**src/rtl/mult_pkg.sv**
```systemverilog
// Shared definitions for the sequential shift-and-add multiplier:
// FSM state encoding and the default operand width.
package mult_pkg;

    localparam int W_DEF = 4;

    // 2'b11 is not listed; the FSM treats it exactly like IDLE.
    typedef enum logic [1:0] {
        IDLE = 2'b00,
        SUMA = 2'b01,
        FIN  = 2'b10
    } state_t;

endpackage

```
**src/rtl/multiplicador_secuencial_sumador.sv**
```systemverilog
// W-bit ripple-carry adder built from full-adder cells (two half adders plus an OR).
// At W=4 this is the SUMADOR_CPA cell chain used by the multiplier datapath.
module multiplicador_secuencial_sumador #(
    parameter int W = 4
) (
    input  logic         cin,
    input  logic [W-1:0] a,
    input  logic [W-1:0] b,
    output logic [W-1:0] s,
    output logic         cout
);

    logic [W:0] c;

    assign c[0] = cin;

    for (genvar i = 0; i < W; i++) begin : g_fa
        logic s1;
        logic c1;
        logic c2;

        assign s1     = a[i] ^ b[i];
        assign c1     = a[i] & b[i];
        assign s[i]   = s1 ^ c[i];
        assign c2     = s1 & c[i];
        assign c[i+1] = c1 | c2;
    end

    assign cout = c[W];

endmodule

```
**src/rtl/multiplicador_secuencial.sv**
```systemverilog
// Unsigned shift-and-add multiplier: one add/shift iteration per clock over W cycles,
// registered 2W-bit product and a one-cycle done pulse.
module multiplicador_secuencial
    import mult_pkg::*;
#(
    parameter int W = W_DEF
) (
    input  logic           clk,
    input  logic           rst,
    input  logic           start,
    input  logic [W-1:0]   A,
    input  logic [W-1:0]   B,
    output logic           busy,
    output logic           done,
    output logic [2*W-1:0] P
);

    localparam int CW = $clog2(W) + 1;

    state_t        state;
    state_t        state_next;
    logic [W-1:0]  m;
    logic [W-1:0]  acc;
    logic [W-1:0]  q;
    logic [W-1:0]  acc_next;
    logic [W-1:0]  q_next;
    logic [W-1:0]  sum;
    logic          carry;
    logic [CW-1:0] cnt;
    logic          idle;
    logic          accept;
    logic          last_iter;

    multiplicador_secuencial_sumador #(.W(W)) u_sumador (
        .cin  (1'b0),
        .a    (acc),
        .b    (m),
        .s    (sum),
        .cout (carry)
    );

    assign idle      = (state != SUMA) && (state != FIN);
    assign accept    = idle && start;
    assign last_iter = (state == SUMA) && (cnt == CW'(W - 1));

    // The carry-out is shifted into the top of ACC, so no product bit is ever lost.
    always_comb begin
        if (q[0]) begin
            {acc_next, q_next} = {carry, sum, q[W-1:1]};
        end else begin
            {acc_next, q_next} = {1'b0, acc, q[W-1:1]};
        end
    end

    // NOTE: state_next gets its hold value first so no branch can leave it unassigned (no latch).
    always_comb begin
        state_next = state;
        case (state)
            SUMA:    if (last_iter) state_next = FIN;
            FIN:     state_next = IDLE;
            default: if (start) state_next = SUMA;
        endcase
    end

    // NOTE: all sequential state uses non-blocking assignments so every register samples pre-edge values.
    always_ff @(posedge clk or posedge rst) begin
        if (rst) begin
            state <= IDLE;
            busy  <= 1'b0;
            done  <= 1'b0;
        end else begin
            state <= state_next;
            busy  <= (state_next == SUMA) || (state_next == FIN);
            done  <= (state_next == FIN);
        end
    end

    always_ff @(posedge clk or posedge rst) begin
        if (rst) begin
            m   <= '0;
            acc <= '0;
            q   <= '0;
            cnt <= '0;
            P   <= '0;
        end else if (accept) begin
            m   <= A;
            q   <= B;
            acc <= '0;
            cnt <= '0;
        end else if (state == SUMA) begin
            acc <= acc_next;
            q   <= q_next;
            cnt <= cnt + CW'(1);
            if (last_iter) begin
                P <= {acc_next, q_next};
            end
        end
    end

endmodule

```
**config.mk**
```make
export PLATFORM = sky130hd
export DESIGN_NAME = multiplicador_secuencial
export DESIGN_NICKNAME = d
export VERILOG_FILES = /design/src/rtl/mult_pkg.sv /design/src/rtl/multiplicador_secuencial_sumador.sv /design/src/rtl/multiplicador_secuencial.sv
export SDC_FILE = /design/constraint.sdc
export NUM_CORES = 1
export LEC_CHECK = 0
export ABC_CLOCK_PERIOD_IN_PS = 5800
export CORE_MARGIN = 10
export CORE_UTILIZATION = 40
export DETAILED_ROUTE_END_ITERATION = 8
export PLACE_DENSITY_LB_ADDON = 0.08
export SLEW_MARGIN = 10
export SYNTH_ARGS = -nofsm -noshare
export SYNTH_HDL_FRONTEND = slang
export SYNTH_SLANG_ARGS = --single-unit
```
**constraint.sdc**
```tcl
create_clock -name clk -period 5.8 [get_ports clk]
set_input_delay 0.58 -clock clk [delete_from_list [all_inputs] [get_ports clk]]
set_output_delay 0.58 -clock clk [all_outputs]
set_load 0.01 [all_outputs]
```
==> results.yml, run 1 <==
setup_path:
  worst-endpoint-required_ns: 5.99
  crit_top_cell: "sky130_fd_sc_hd__fa_1"
  start_kind: "flip-flop"
  cp_data_arrival_time_ns: 2.31
  cp_slowest_cell: "sky130_fd_sc_hd__fa_1"
  critical_path_peak_fanout: 2
  worst-setup-path-type: "flip-flop to flip-flop"
  reg2reg_slack_ns: 3.68
  cp_cell_instances: "ha_1 > inv_1 > fa_1 > inv_1 > fa_1 > fa_1 > mux2i_1 > a21oi_1"
  crit_path_end_kind: "flip-flop"
  worst_path_largest_cell_delay_ns: 0.44
routing:
  number_of_antenna_violating_nets_in_the_routed_design: 0
  drtPass1Iterations: 4
  number_of_design_rule_violations_left_after_detail_routing: 0
  route.vias.total: 832
  detail_route.wirelength_mm: 2.28
  avgViaCountPerCell: 4.73
  number_of_drc_violations_after_detailed_routing_iteration_0: 42
  drt-wirelength-per-cell_um: 13.0
synth:
  synth_edf_count: 0
  synth_area_leaders: "sky130_fd_sc_hd__dfrtp_1 52%, sky130_fd_sc_hd__mux2i_1 7.7%, sky130_fd_sc_hd__mux2_4 5.8%"
  synth-seq-area-share_pct: 52.1
  fraction_of_synthesis_flops_using_an_asynchronous_set_or_reset_pin_pct: 100
  synth_top_area_share_pct: 52.1
  postSynth.topFlopCell: "sky130_fd_sc_hd__dfrtp_1"
  syn-num-nets: 133
  yosys_warnings: 0
  post_synth_inst_count: 114
  mean_syn_cell_area_um2: 11.4
  yosys.cell_types.count: 25
  synth_area_um2: 1300
  register_bit_count_reported_by_yosys: 27
  synth.largest_area_cell: "sky130_fd_sc_hd__dfrtp_1"
clocking:
  post-cts-setup-buffer-count: 0
  cts.sink_count: 27
  clock_tree.root_cell: "sky130_fd_sc_hd__clkbuf_4"
  cts_htree_levels: 1
  cts_repair_resize_count: 0
  tritoncts.num_buffers: 3
  clock_insertion_delay_worst_skew_ns: 0.32
  post_cts_hold_buffer_count: 0
  clk_pin_slew_ns: 0.14
  tritoncts: "built"
  clock_path_buffers: 2
timing:
  fin_hold_ws_ns: 0.525
  grt_setup_unrepaired: "no"
  transition_time_at_the_pin_with_the_least_slew_margin_ns: 1.01
  timing.final.max_slew_violations: 0
  worst_slew_margin_rel_pct: 32.8
  timing.clock.skew_ns: 0.00974
  max_freq_mhz: 472
  fin_setup_tns_ns: 0
  layout_worst_path_cycle_share_pct: 36.5
  final_hold_viol_count: 0
  setup_ws_ns: 3.68
  finalSetupViolCount: 0
  finalCriticalPeriod_ns: 2.12
global_route:
  global_route.usage.met3_pct: 3.50
  busiest_layer: "met2"
  grt_overflow_total: 0
  grt_first_pass_wirelength_mm: 3.97
  vias_in_the_first_global_route: 876
  maximum_number_of_pins_on_one_net_before_global_route_repair: 28
  groute.usage.overall_pct: 8.11
  met2_usage_pct: 14.4
  grt_antenna_before_repair: 0
  grt.met1_usage_pct: 8.47
layout:
  layout_cells_sized_above_1_pct: 10.6
  number_of_filler_instances_in_the_final_layout: 297
  antennaDiodeCount: 0
  layout.nets: 152
  area_growth_pct: 18.9
power_and_ir_drop:
  total_leakage_power_nw: 0.716
  irDropWorstVdd_mv: 0.315
  power-per-cell-area_nw_per_um2: 523
floorplanning:
  die-width_um: 77.0
  die_y_um: 77.0
  rows: 20
  dieArea_um2: 5920
  boundaryPins: 21
  design.core.area_um2: 3080
  initial_core_utilization_pct: 42.2
placed_design:
  gp_congestion: 0.742
  dp.final_hpwl_mm: 1.70
  preCtsSetupSlack_ns: 3.66
  placement.io_buffers: 20
run:
  max-cap-violations: 0
min_path:
  timing.hold.worst.class: "flip-flop to flip-flop"
outcome:
  outcome: "completed"
[cell usage in the layout, fill, tap and decap left out]
master                            synthesis  layout
sky130_fd_sc_hd__nand2_2                  1       1
sky130_fd_sc_hd__dfrtp_1                 27      27
sky130_fd_sc_hd__and3_4                   1       1
sky130_fd_sc_hd__a21o_2                   1       1
sky130_fd_sc_hd__nor2_1                   4       4
sky130_fd_sc_hd__mux2i_1                 10      10
sky130_fd_sc_hd__o21ai_0                  8       8
sky130_fd_sc_hd__a31o_2                   1       1
sky130_fd_sc_hd__inv_1                   12      12
sky130_fd_sc_hd__a211oi_1                 1       1
sky130_fd_sc_hd__fa_1                     3       3
sky130_fd_sc_hd__nand2_1                 16      16
sky130_fd_sc_hd__nor3b_1                  1       1
sky130_fd_sc_hd__mux2_2                   1       1
sky130_fd_sc_hd__clkdlybuf4s50_1          0      20
sky130_fd_sc_hd__a21oi_1                  5       5
sky130_fd_sc_hd__nand3_1                  1       1
sky130_fd_sc_hd__clkbuf_4                 0       3
sky130_fd_sc_hd__mux2_4                   5       5
sky130_fd_sc_hd__a21o_1                   1       1
sky130_fd_sc_hd__ha_1                     5       5
sky130_fd_sc_hd__o22ai_1                  1       1
sky130_fd_sc_hd__nand2b_1                 1       1
sky130_fd_sc_hd__clkbuf_1                 0       1
sky130_fd_sc_hd__and2_2                   1       1
sky130_fd_sc_hd__xnor2_1                  1       1
[worst max-delay path, delay by kind of cell (launching register included)]
kind / cells / cell delay [ns]
muxes: 1 / 0.21
DFF: 1 / 0.42
buffers and inverters: 2 / 0.11
AOI/OAI and AO/OA: 1 / 0.10
adders and majority gates: 4 / 1.17
[through the flow]
stage / total power, W / cells / cell area [um2] / util (%)
6_report: 0.000807 / 176 / 1540 / 50.1
5_1_grt: 0.000893 / 176 / 1540 / 50.1
4_1_cts: 0.000826 / 176 / 1540 / 50.1
3_5_place_dp: 0.000744 / 172 / 1520 / 49.3
3_3_place_gp: 0.000728 / 172 / 1520 / 49.3
2_1_floorplan: 0.000616 / 114 / 1300 / -
[kinds of logic after synthesis]
logic type | Yosys count | synth area share, %
flops | 27 | 52.1
simple gates | 26 | 9.16
compound gates | 18 | 8.00
buf+inv | 18 | 6.27
mux | 16 | 14.4
fa+ha+maj | 8 | 9.45
xor+xnor | 1 | 0.675
[worst paths after layout]
kind / depth (start not counted) / to / from
worst min register to register: 2 / m[0]$_DFFE_PP0P_ / m[0]$_DFFE_PP0P_
min in group asynchronous: 2 / q[1]$_DFFE_PP0P_ / rst
worst max-delay path: 8 / acc[2]$_DFFE_PP0P_ / m[0]$_DFFE_PP0P_
worst max register to register: 8 / acc[2]$_DFFE_PP0P_ / m[0]$_DFFE_PP0P_
worst min-delay path: 2 / m[0]$_DFFE_PP0P_ / m[0]$_DFFE_PP0P_
max in group asynchronous: 2 / cnt[2]$_DFFE_PP0P_ / rst
[synth_stat cells (3+ instances only)]
library cell	count
sky130_fd_sc_hd__ha_1	5
sky130_fd_sc_hd__fa_1	3
sky130_fd_sc_hd__nand2_1	16
sky130_fd_sc_hd__nor2_1	4
sky130_fd_sc_hd__mux2i_1	10
sky130_fd_sc_hd__mux2_4	5
sky130_fd_sc_hd__inv_1	12
sky130_fd_sc_hd__buf_2	5
sky130_fd_sc_hd__o21ai_0	8
sky130_fd_sc_hd__a21oi_1	5
sky130_fd_sc_hd__dfrtp_1	27
[report_power, final]
group,switching (W),leakage [nW],internal [W]
Sequential,0.0000569,0.339,0.000274
Combinational,0.000190,0.362,0.000206
Clock,0.0000532,0.0150,0.0000269
[sequential cells by signal, summed over array words and instances (netlist names)]
name,count
P,8
state,2
done,1
busy,1
q,4
m,4
acc,4
cnt,3
[metal layers]
layer  wire [um]  vias up
li1            -      409
met1        1020      407
met2        1110       14
met3         130        2
met4          19        0
met5           0        -
[final cells by class]
cell class | count | area (um2) | area share [%]
Timing Repair Buffer | 20 | 200 | 13.0
Sequential cell | 27 | 676 | 43.8
Multi-Input combinational cell | 69 | 541 | 35.0
Clock buffer | 4 | 26.3 | 1.70
Inverter | 12 | 45.0 | 2.92
Tap cell | 44 | 55.1 | 3.57
Note: power is estimated with default switching activity, not from simulation.
==> inputs of run 2 (changes only) <==
--- a/config.mk
+++ b/config.mk
@@ -5,7 +5,7 @@
 export SDC_FILE = /design/constraint.sdc
 export NUM_CORES = 1
 export LEC_CHECK = 0
-export ABC_CLOCK_PERIOD_IN_PS = 5800
+export ABC_CLOCK_PERIOD_IN_PS = 2170
 export CORE_MARGIN = 10
 export CORE_UTILIZATION = 40
 export DETAILED_ROUTE_END_ITERATION = 8
==> constraint.sdc (replaced) <==
create_clock -name clk -period 2.17 [get_ports clk]
set_input_delay 0.217 -clock clk [delete_from_list [all_inputs] [get_ports clk]]
set_output_delay 0.217 -clock clk [all_outputs]
set_load 0.01 [all_outputs]
==> run 2 against run 1 <==
Compared with the run above: critical path depth unchanged; combinational power increased to 2.8 times the previous value; flip-flop and latch count unchanged; routed wire length increased by 2.7%; hold slack got worse by 0.30 ns; clock skew about the same; setup slack got worse by 3.6 ns; sequential power increased to 2.7 times the previous value; register-to-register slack got worse by 3.6 ns; global-route usage increased by 0.14 points; non-clock buffer count increased by 3; power increased to 2.8 times the previous value; largest power group unchanged.
==> results.yml, run 2 (synthesis gave the netlist of run 1 again) <==
floorplanning:
  die_y_um: 77.0
  dieArea_um2: 5920
  design.core.area_um2: 3080
  rows: 20
  initial_core_utilization_pct: 42.2
  die-width_um: 77.0
  boundaryPins: 21
layout:
  antennaDiodeCount: 0
  fin_util_pct: 51.3
  layout.cells.most_common: "sky130_fd_sc_hd__dfrtp_1"
  layout.nets: 155
  area_growth_pct: 21.6
  max_reg_flops: 8
  number_of_filler_instances_in_the_final_layout: 307
  seqCellArea_um2: 676
  finalNonFillerCells: 179
  multi_input_comb_area_um2: 552
  layout_cells_sized_above_1_pct: 17.8
  layout_common_cells: "27 x sky130_fd_sc_hd__dfrtp_1, 20 x sky130_fd_sc_hd__clkdlybuf4s50_1, 16 x sky130_fd_sc_hd__nand2_1, 10 x sky130_fd_sc_hd__inv_1, 9 x sky130_fd_sc_hd__mux2i_1"
  register_name_with_the_most_flops: "P"
min_path:
  timing.hold.worst.class: "primary input to asynchronous set/reset pin"
setup_path:
  cp_cell_instances: "ha_2 > inv_2 > fa_2 > inv_2 > fa_2 > fa_1 > mux2i_2 > mux2i_1"
  setup.worst_path.end: "P[6]$_DFFE_PP0P_"
  timing.reg2reg.worst_path_depth: 8
  cp_data_arrival_time_ns: 2.31
  reg2reg_slack_ns: 0.08
  worst_r2r_startpoint: "m[0]$_DFFE_PP0P_"
  critical_path_peak_fanout: 2
  worst-setup-path-type: "flip-flop to flip-flop"
  crit_path_end_kind: "flip-flop"
  worst-endpoint-required_ns: 2.39
  start_kind: "flip-flop"
  worst_path_largest_cell_delay_ns: 0.49
  worst_setup_path_startpoint: "m[0]$_DFFE_PP0P_"
  cp_slowest_cell: "sky130_fd_sc_hd__fa_1"
  r2r-end: "P[6]$_DFFE_PP0P_"
power_and_ir_drop:
  power-per-cell-area_nw_per_um2: 1410
  comb_power_share_pct: 50.0
  switching_share_pct: 37.5
  internal-power_w: 0.00139
  irDropWorstVdd_mv: 0.663
  total_leakage_power_nw: 0.726
  netSwitchingPower_w: 0.000832
  share_of_power_burned_in_the_clock_network_pct: 10.0
  pwr-share-seq_pct: 40.0
placed_design:
  place_inst: 174
  placement.io_buffers: 20
  dp.final_hpwl_mm: 1.71
  gp_congestion: 0.756
timing:
  final_hold_viol_count: 0
  fin_setup_tns_ns: 0
  max_freq_mhz: 478
  worst_slew_margin_rel_pct: 76.7
  grt_setup_unrepaired: "yes"
  finalSetupViolCount: 0
  fin_hold_ws_ns: 0.227
  timing.clock.skew_ns: 0.00975
  transition_time_at_the_pin_with_the_least_slew_margin_ns: 0.350
  finalCriticalPeriod_ns: 2.09
  layout_worst_path_cycle_share_pct: 96.4
  timing.final.max_slew_violations: 0
global_route:
  maximum_number_of_pins_on_one_net_before_global_route_repair: 28
  grt_first_pass_wirelength_mm: 4.01
  groute.usage.overall_pct: 8.25
  grt_overflow_total: 0
  grt.met1_usage_pct: 9.70
  global_route.usage.met3_pct: 2.45
  vias_in_the_first_global_route: 875
  met2_usage_pct: 13.4
  busiest_layer: "met2"
  grt_antenna_before_repair: 0
routing:
  avgViaCountPerCell: 4.68
  drtPass1Iterations: 3
  number_of_drc_violations_after_detailed_routing_iteration_0: 46
  number_of_antenna_violating_nets_in_the_routed_design: 0
  route.vias.total: 837
  number_of_design_rule_violations_left_after_detail_routing: 0
  drt-wirelength-per-cell_um: 13.1
  detail_route.wirelength_mm: 2.35
clocking:
  cts.sink_count: 27
  tritoncts.num_buffers: 3
  clock_insertion_delay_worst_skew_ns: 0.33
  tritoncts: "built"
  clk_pin_slew_ns: 0.15
  cts_htree_levels: 1
  clock_path_buffers: 2
  clock_tree.root_cell: "sky130_fd_sc_hd__clkbuf_4"
run:
  max-cap-violations: 0
outcome:
  outcome: "completed"
run 2: timing repair:
item | CTS | global route
setup endpoints to repair | 0 | 2
buffers inserted | 0 | 1
gates resized for setup | 0 | 6
hold buffers | 0 | 0
run 2: worst min-delay path by stage:
stage / startpoint / to
after CTS: rst / done$_DFF_PP0_
after global routing: rst / busy$_DFF_PP0_
after floorplan: rst / P[0]$_DFFE_PP0P_
after global placement: m[0]$_DFFE_PP0P_ / m[0]$_DFFE_PP0P_
final: rst / state[1]$_DFF_PP0_
after detailed placement: m[0]$_DFFE_PP0P_ / m[0]$_DFFE_PP0P_
run 2: critical path, delay by kind of cell, from the launching register on:
kind	cells	cell delay (ns)
fa+ha+maj	4	1.19
buf+inv	2	0.09
flops	1	0.42
mux	2	0.29
run 2: power by group through the flow:
| stage | sequential [W] | combinational (W) | clock (W) |
|---|---|---|---|
| 6_report | 0.000889 | 0.00111 | 0.000222 |
| 5_1_grt | 0.000923 | 0.00127 | 0.000255 |
| 4_1_cts | 0.000890 | 0.00110 | 0.000233 |
| 3_5_place_dp | 0.000903 | 0.00110 | 0 |
| 3_3_place_gp | 0.000893 | 0.00106 | 0 |
| 2_1_floorplan | 0.000894 | 0.000753 | 0 |
run 2: metal layers:
| layer | part of all wire (%) | vias up |
|---|---|---|
| li1 | - | 416 |
| met1 | 48 | 409 |
| met2 | 47 | 10 |
| met3 | 4.6 | 2 |
| met4 | 0.90 | 0 |
| met5 | 0 | - |
run 2: final cells by class:
class | instances | area share (%)
repair buffers | 23 | 14.1
inverters | 12 | 2.85
flip-flops and latches | 27 | 42.8
well taps | 44 | 3.49
multi-input cells | 69 | 35.0
clock buffers | 3 | 1.43
clock inverters | 1 | 0.317
run 2: metrics by stage:
stage                     instance area, um2  setup slack, ns  total power, W
after floorplan                         1300            0.217         0.00165
after global placement                  1530            0.172         0.00196
after detailed placement                1530           0.0745         0.00200
after CTS                               1560           0.0485         0.00222
after global routing                    1580          -0.0541         0.00245
final                                   1580           0.0776         0.00222
